[config.mk]
export PLATFORM = sky130hd
export DESIGN_NAME = con_ff_unit
export DESIGN_NICKNAME = d
export VERILOG_FILES = /design/src/rtl/con_ff_unit.sv
export SDC_FILE = /design/constraint.sdc
export NUM_CORES = 1
export LEC_CHECK = 0
export BUFFER_PORTS_ARGS = -buffer_cell sky130_fd_sc_hd__buf_2
export CAP_MARGIN = 20
export CORE_AREA = 2 2 99 53
export DETAILED_ROUTE_END_ITERATION = 6
export DIE_AREA = 0 0 101 55
export PLACE_DENSITY = 0.84
export REMOVE_ABC_BUFFERS = 1
export SLEW_MARGIN = 15
export SYNTH_ARGS = -nofsm -noshare
export SYNTH_HDL_FRONTEND = slang
export SYNTH_SLANG_ARGS = --single-unit
[constraint.sdc]
create_clock -name Clock -period 3.1 [get_ports Clock]
set_clock_uncertainty 0.05 [all_clocks]
set_input_delay 0.31 -clock Clock [delete_from_list [all_inputs] [get_ports Clock]]
set_output_delay 0.31 -clock Clock [all_outputs]
set_load 0.03 [all_outputs]
[src/rtl/con_ff_unit.sv]
// con_ff_unit: conditional-branch flip-flop for the MiniSRC control path.
// Evaluates a condition code against the Bus operand, registers the decision
// behind a valid/ack output stage and keeps saturating evaluation statistics.
module con_ff_unit #(
    parameter int DATA_WIDTH = 32,
    parameter int PIPE       = 0,
    parameter int HOLD       = 1,
    parameter int CNT_WIDTH  = 16
) (
    input  logic                  Clock,
    input  logic                  Clear_n,
    input  logic                  CONin,
    input  logic [2:0]            IR,
    input  logic [DATA_WIDTH-1:0] Bus,
    input  logic                  BranchAck,
    input  logic                  CntClr,
    output logic                  BranchOut,
    output logic                  BranchValid,
    output logic                  Busy,
    output logic [CNT_WIDTH-1:0]  EvalCount,
    output logic [CNT_WIDTH-1:0]  TakenCount
);

    typedef enum logic [2:0] {
        C_BRZR   = 3'b000,
        C_BRNZ   = 3'b001,
        C_BRPL   = 3'b010,
        C_BRMI   = 3'b011,
        C_ALWAYS = 3'b100,
        C_NEVER  = 3'b101,
        C_BRGT   = 3'b110,
        C_BRLE   = 3'b111
    } cond_t;

    typedef enum logic {
        IDLE,
        RESULT
    } state_t;

    // Evaluation source: either the live inputs or the registered stage
    logic                  ev_vld;
    logic [2:0]            ev_ir;
    logic [DATA_WIDTH-1:0] ev_bus;
    logic                  ev_z;
    logic                  ev_n;
    logic                  ev_dec;

    state_t                state_q, state_d;
    logic                  out_q, out_d;
    logic [CNT_WIDTH-1:0]  eval_q, eval_d;
    logic [CNT_WIDTH-1:0]  taken_q, taken_d;

    if (PIPE != 0) begin : g_pipe
        logic                  stg_vld_q;
        logic [2:0]            stg_ir_q;
        logic [DATA_WIDTH-1:0] stg_bus_q;

        // Input stage: capture the condition and operand of each request
        always_ff @(posedge Clock or negedge Clear_n) begin
            if (!Clear_n) begin
                stg_vld_q <= 1'b0;
                stg_ir_q  <= '0;
                stg_bus_q <= '0;
            end else begin
                stg_vld_q <= CONin;
                if (CONin) begin
                    stg_ir_q  <= IR;
                    stg_bus_q <= Bus;
                end
            end
        end

        assign ev_vld = stg_vld_q;
        assign ev_ir  = stg_ir_q;
        assign ev_bus = stg_bus_q;
        assign Busy   = stg_vld_q;
    end else begin : g_direct
        assign ev_vld = CONin;
        assign ev_ir  = IR;
        assign ev_bus = Bus;
        assign Busy   = 1'b0;
    end

    // Branch decision from the zero/negative flags of the operand
    always_comb begin
        ev_z   = (ev_bus == '0);
        ev_n   = ev_bus[DATA_WIDTH-1];
        ev_dec = 1'b0;
        unique case (cond_t'(ev_ir))
            C_BRZR:   ev_dec = ev_z;
            C_BRNZ:   ev_dec = !ev_z;
            C_BRPL:   ev_dec = !ev_n;
            C_BRMI:   ev_dec = ev_n;
            C_ALWAYS: ev_dec = 1'b1;
            C_NEVER:  ev_dec = 1'b0;
            C_BRGT:   ev_dec = !ev_n && !ev_z;
            C_BRLE:   ev_dec = ev_n || ev_z;
            default:  ev_dec = 1'b0;
        endcase
    end

    // Output stage next state: a completing result always wins over an ack
    always_comb begin
        state_d = state_q;
        out_d   = out_q;
        unique case (state_q)
            IDLE: begin
                out_d = 1'b0;
                if (ev_vld) begin
                    state_d = RESULT;
                    out_d   = ev_dec;
                end
            end
            RESULT: begin
                if (ev_vld) begin
                    out_d = ev_dec;
                end else if ((HOLD == 0) || BranchAck) begin
                    state_d = IDLE;
                    out_d   = 1'b0;
                end
            end
            default: begin
                state_d = IDLE;
                out_d   = 1'b0;
            end
        endcase
    end

    // Output stage state register
    always_ff @(posedge Clock or negedge Clear_n) begin
        if (!Clear_n) begin
            state_q <= IDLE;
            out_q   <= 1'b0;
        end else begin
            state_q <= state_d;
            out_q   <= out_d;
        end
    end

    // Statistics next state: clear beats increment, increments saturate
    always_comb begin
        eval_d  = eval_q;
        taken_d = taken_q;
        if (CntClr) begin
            eval_d  = '0;
            taken_d = '0;
        end else if (ev_vld) begin
            if (eval_q != '1) begin
                eval_d = eval_q + CNT_WIDTH'(1);
            end
            if (ev_dec && (taken_q != '1)) begin
                taken_d = taken_q + CNT_WIDTH'(1);
            end
        end
    end

    // Statistics counter registers
    always_ff @(posedge Clock or negedge Clear_n) begin
        if (!Clear_n) begin
            eval_q  <= '0;
            taken_q <= '0;
        end else begin
            eval_q  <= eval_d;
            taken_q <= taken_d;
        end
    end

    assign BranchOut   = out_q;
    assign BranchValid = (state_q == RESULT);
    assign EvalCount   = eval_q;
    assign TakenCount  = taken_q;

endmodule

# [Word-level counts from Yosys, hierarchy flattened]
# Cells that the tools add are included.
[word_totals] register_bits=34 inputBits=40 output_inout_bits=35 elab_cells=44
[op_classes] addsub=2 n_eq_ne=10 mux=15 bitwise=1 n_reduce_logical=12
[ops] cell="$mux 16" n=6
[ops] cell="$add 16x1->16 const B" n=2
[ops] cell="$logic_not 32->1" n=1
[ops] cell="$ne 16x16->1 const B" n=2
[ops] cell="$eq 3x3->1 const B" n=4
[ops] cell="$pmux 1 s8" n=1
[ops] cell="$eq 3x2->1 const B" n=2
[ops] cell="$mux 1" n=6
[ops] cell="$reduce_bool 2->1" n=3
[ops] cell="$pmux 1 s2" n=2
[ops] cell="$reduce_and 2->1" n=2
[ops] cell="$eq 3x1->1 const B" n=1
[ops] cell="$logic_not 3->1" n=1
[ops] cell="$ne 3x3->1 const B" n=1
[ops] cell="$logic_and 1x1->1" n=2
[ops] cell="$logic_not 1->1" n=2
[ops] cell="$logic_or 1x1->1" n=1
[ops] cell="$not 1->1" n=1

# [Logic depth before layout (Yosys ltp)]
[depth] word_depth=8 depth_mapped=8 ltp_nobuf=7

# [Least setup slack after synthesis]
# No wires, ideal clock.
[synth_path] kind="register to register" start="reg taken_q[0] (netlist: TakenCount[0])" end="reg taken_q[10] (netlist: TakenCount[10])" path_slack_ps=594 synth_period_minus_slack_ps=2506 path_stages_with_launch=8 n_path_buf=0 required_time_ps=2922 arrival_time_ps=2328 setup_ps=128 cell_sequence="dfrtp_1 -> ha_1 -> nand3_1 -> nor4_1 -> a21oi_1 -> or4b_1 -> mux2i_1 -> mux2_1"
[synth_between] elab_chain_len=4 word_cells_on_any_way=8 classes_between="add/sub (1); eq/ne (1); mux (3); reduce/logical (3)"
[synth_lines] item="start, declared" line="51" rtl="logic [CNT_WIDTH-1:0] taken_q, taken_d;"
[synth_lines] item="start signal, assigned" line="164" rtl="taken_q <= taken_d;"
[synth_lines] item="$add 16x1->16 or $ne 16x16->1 (tied branches)" line="152, 151"
[synth_lines] item="$mux 16 or $logic_and 1x1->1 (tied branches)" line="151" rtl="if (ev_dec && (taken_q != '1)) begin"
[synth_lines] item="$mux 16 or $reduce_bool 2->1 (tied branches)"
[synth_lines] item="$mux 16 or $reduce_and 2->1 (tied branches)"
# Parallel ways exist; a longest one is shown, timed or not. The select of a mux whose other input is x is not followed.
# A chain may end at the register's enable or synchronous reset.

# [Worst setup path after layout]
[layout_path] start="reg eval_q[0] (netlist: EvalCount[0])" end="reg eval_q[11] (netlist: EvalCount[11])"
[layout_between] elab_chain_len=4 word_cells_on_any_way=7 classes_between="add/sub (1); eq/ne (1); mux (3); reduce/logical (2)"
[layout_lines] item="start, declared" line="50" rtl="logic [CNT_WIDTH-1:0] eval_q, eval_d;"
[layout_lines] item="start signal, assigned" line="163" rtl="eval_q <= eval_d;"
[layout_lines] item="$add 16x1->16" line="149" rtl="eval_d = eval_q + CNT_WIDTH'(1);"
[layout_lines] item="$mux 16" line="148" rtl="if (eval_q != '1) begin"
[layout_lines] item="$mux 16" line="147" rtl="end else if (ev_vld) begin"
[layout_lines] item="$mux 16" line="144" rtl="if (CntClr) begin"
# Parallel ways exist; a longest one is shown, timed or not. The select of a mux whose other input is x is not followed.

==> metrics.md <==
| Metric | Value |
|---|---|
| Largest net degree at the start of global routing | 35 |
| Reg clk slew, reported paths | 0.07 ns |
| Final worst slack | 0.608 ns |
| CP Max Fanout | 11 |
| Avg Cell Area, Syn | 8.80 um^2 |
| Worst Setup EP | EvalCount[11] |
| Relative slew slack | approximately two fifths |
| Layout cells sized above 1 | between 20% and 30% |
| Post-Synthesis Cell Area | around 2300 um^2 |
| Worst EP arrival | 2.62 ns |
| Number of gates resized after cts | 0 |
| Critical Path Start | EvalCount[0] |
| Share of flip-flops with an asynchronous set or reset | between 90% and 100% |
| Die width | 101 um |
| # DRC | 5 |
| Vias post-DR | ~2.2k |
| Vias in the first global route | 1,845 |
| Core ar. | 4730 um^2 |
| Leakage power | 1.35 nW |
| Wirelength, routed | 5.74 mm |
| RR Endpoint | EvalCount[11] |
| Unrepaired setup endpoints after global routing | false |
| Vias per inst | approximately 5.6 |
| Maximum clock frequency | between 0.4 and 0.5 GHz |
| Worst IR drop on VDD | 0.149 mV |
| Failing checks | design-rule violations |
| Sequential area share after synthesis | 36.9% |
| Worst path max stage delay | 0.71 ns |
| Synth Warn # | 0 |
| GR peak layer | met1 |
| GRT met2 Usage | 30.8% |
| TritonCTS clock tree | built |
| Post-DP Area | 2700 um^2 |
| Worst hold slack | roughly 0.045 ns |
| Die Ht | 55 um |
| Io pins | 75 |
| CTS max path bufs | 2 |
| Port bufs | 73 |
| Hpwl dp | around 4.3 mm |
| Crit share post-route | 80.4% |
| Final GP Congestion | 0.931 |
| Max Transition Viols Final | 0 |
| Final setup vio count | 0 |
| Yosys top cell area share | around 37% |
| Synth top area cells | dfrtp_1 (37%), mux2i_1 (7.4%), nor2_1 (6.5%) |
| Initial drt markers | 198 |
| Final Core Density | 59.1% |
| Clk sink count | 34 |
| WS Path Type | reg2reg |
| Hold Fails Final Rpt | 0 |
| Worst skew pair latency | 0.28 ns |
| Tot GR Track Use | 21.3% |
| M1 GR Usage | 31.4% |
| Detail Route Antenna Nets | 0 |
| CP required | roughly 3.2 ns |
| R2r startpoint | EvalCount[0] |
| Fillers | 420 |
| Cell Pwr Density | 333 nW/um^2 |
| Max-Cap Viols | 0 |
| Status | complete, but fails checks |
| Syn-to-layout area delta | 21.2% |
| Num CTS Buffers | 5 |
| DIE AREA | around 5600 um^2 |
| R2r setup slk | about 0.61 ns |
| Post-synth top area cell | dfrtp_1 |
| Placed insts | 386 |
| Cell at the slowest stage of the critical path | a31oi_1 |
| Post-route minimum period | 2.49 ns |
| GRT overflow | 0 |
| Primary FF master, synth | dfrtp_1 |
| FF+latch count, synth | 34 |
| Fin area | around 2800 um^2 |
| CTS root buffer | clkbuf_8 |
| Final Non-Filler Cells | around 400 |
| Worst min path class | in2async |
| Critical Path Start Type | flip-flop |
| First-pass GRT wire length | 8.91 mm |
| Site Rows | 18 |
| Worst slack at placement | approximately 0.57 ns |
| Post-Synthesis Cells | 262 |
| Initial antenna violation count | 0 |
| Initial core utilization | 48.8% |
| Final nets | 375 |
| Worst Setup End Kind | flip-flop |
| Setup bufs post-CTS | 0 |
| EDFF count, synth | 0 |
| Htree depth | 2 |
| Worst Max-Slew Pin Slew | roughly 0.90 ns |
| DR WL/cell | 14.6 um |
| Power Total | 931 uW |
| Drt first pass iters | 7 |
| Yosys cell types | 38 |
| Ant. Diodes | 0 |
| Met3 Use GR | 6.41% |
| Critical Path, Cell by Cell | ha_1, nand2_1, nor2_1, a31oi_1, o21ai_0, o21a_1, o21ba_2 |
| Cts hold-fix bufs | 0 |
| Setup TNS | 0 ns |
| Worst r2r path cells | 7 |
[report_power, final]
part	switching [mW]	leakage, nW	internal [mW]
Clock	0.161	0.0482	0.179
Combinational	0.0825	0.834	0.0504
Sequential	0.00658	0.468	0.450
[registers in the layout, indices dropped and copies added, names as in the netlist]
register	cells
BranchValid	1
TakenCount	16
BranchOut	1
EvalCount	16
[cells in the mapped netlist, drive strengths merged, types with 2 or more instances]
| master | instances |
|---|---|
| clkbuf | 10 |
| nor3 | 8 |
| xor2 | 11 |
| mux2i | 17 |
| o21ai | 2 |
| nand4 | 13 |
| or3 | 2 |
| o2111ai | 2 |
| nor4 | 10 |
| inv | 8 |
| nor2b | 13 |
| nand3 | 25 |
| nor2 | 40 |
| mux2 | 15 |
| buf | 3 |
| ha | 2 |
| nand2 | 18 |
| o211ai | 4 |
| and2 | 2 |
| and3 | 5 |
| dfrtp | 34 |
| nand2b | 2 |
| o21a | 2 |
| xnor2 | 4 |
[cells in the final DEF (no fill, tap or decap), types with 3 or more instances in the layout]
cell type,synthesis,final
buf_2,0,73
nor2_1,40,40
dfrtp_1,34,34
nand3_1,25,25
nand2_1,18,18
mux2i_1,17,17
nand4_1,13,13
nor2b_1,13,13
xor2_1,11,11
mux2_1,9,9
inv_1,8,8
nor3_1,8,8
nor4_1,7,7
mux2_2,6,6
clkbuf_8,0,6
and3_1,5,5
buf_4,1,5
xnor2_1,4,4
o211ai_1,4,4
nor4_2,3,3
[logic make-up after synthesis]
logic type                 Yosys count  synth area share (%)
and+or+nand+nor                    140                  31.0
DFF                                 34                  36.9
muxes                               32                  14.7
buffers and inverters               22                  4.83
AOI/OAI and AO/OA                   16                  5.64
xor gates and xnor gates            15                  5.70
adders and majority gates            2                  1.09
other                                1                 0.163
[area by class of cell]
type	instances	area, um^2	share of cell area [%]
Sequential cell	34	851	30.5
Multi-Input combinational cell	206	1340	48.1
Tap cell	60	75.1	2.69
Clock inverter	1	5.00	0.179
Inverter	8	30.0	1.07
Timing Repair Buffer	78	403	14.4
Clock buffer	7	86.3	3.09
[how the worst min path moves through the flow]
stage / from / endpoint / slack, ns / cells after the start
3_3_place_gp: Clear_n / EvalCount[7] / 0.37 / 1
3_5_place_dp: Clear_n / EvalCount[8] / 0.39 / 1
2_1_floorplan: Clear_n / BranchOut / -0.04 / 0
4_1_cts: Clear_n / TakenCount[15] / 0.07 / 1
6_report: Clear_n / TakenCount[15] / 0.04 / 1
5_1_grt: Clear_n / EvalCount[12] / 0.09 / 1
[metal layers]
| layer | up-vias | share of wire [%] |
|---|---|---|
| li1 | 1061 | - |
| met1 | 1051 | 49 |
| met2 | 93 | 43 |
| met3 | 4 | 7.1 |
| met4 | 0 | 0.42 |
| met5 | - | 0 |
[critical path: cells and delay by family, from the launching register on]
family / cells / cell delay, ns
AO/OA/AOI/OAI: 4 / 1.48
adder cells (fa/ha/maj): 1 / 0.27
flip-flops: 1 / 0.42
AND/OR/NAND/NOR: 2 / 0.17
No activity file was read; power rests on OpenSTA's default activity.
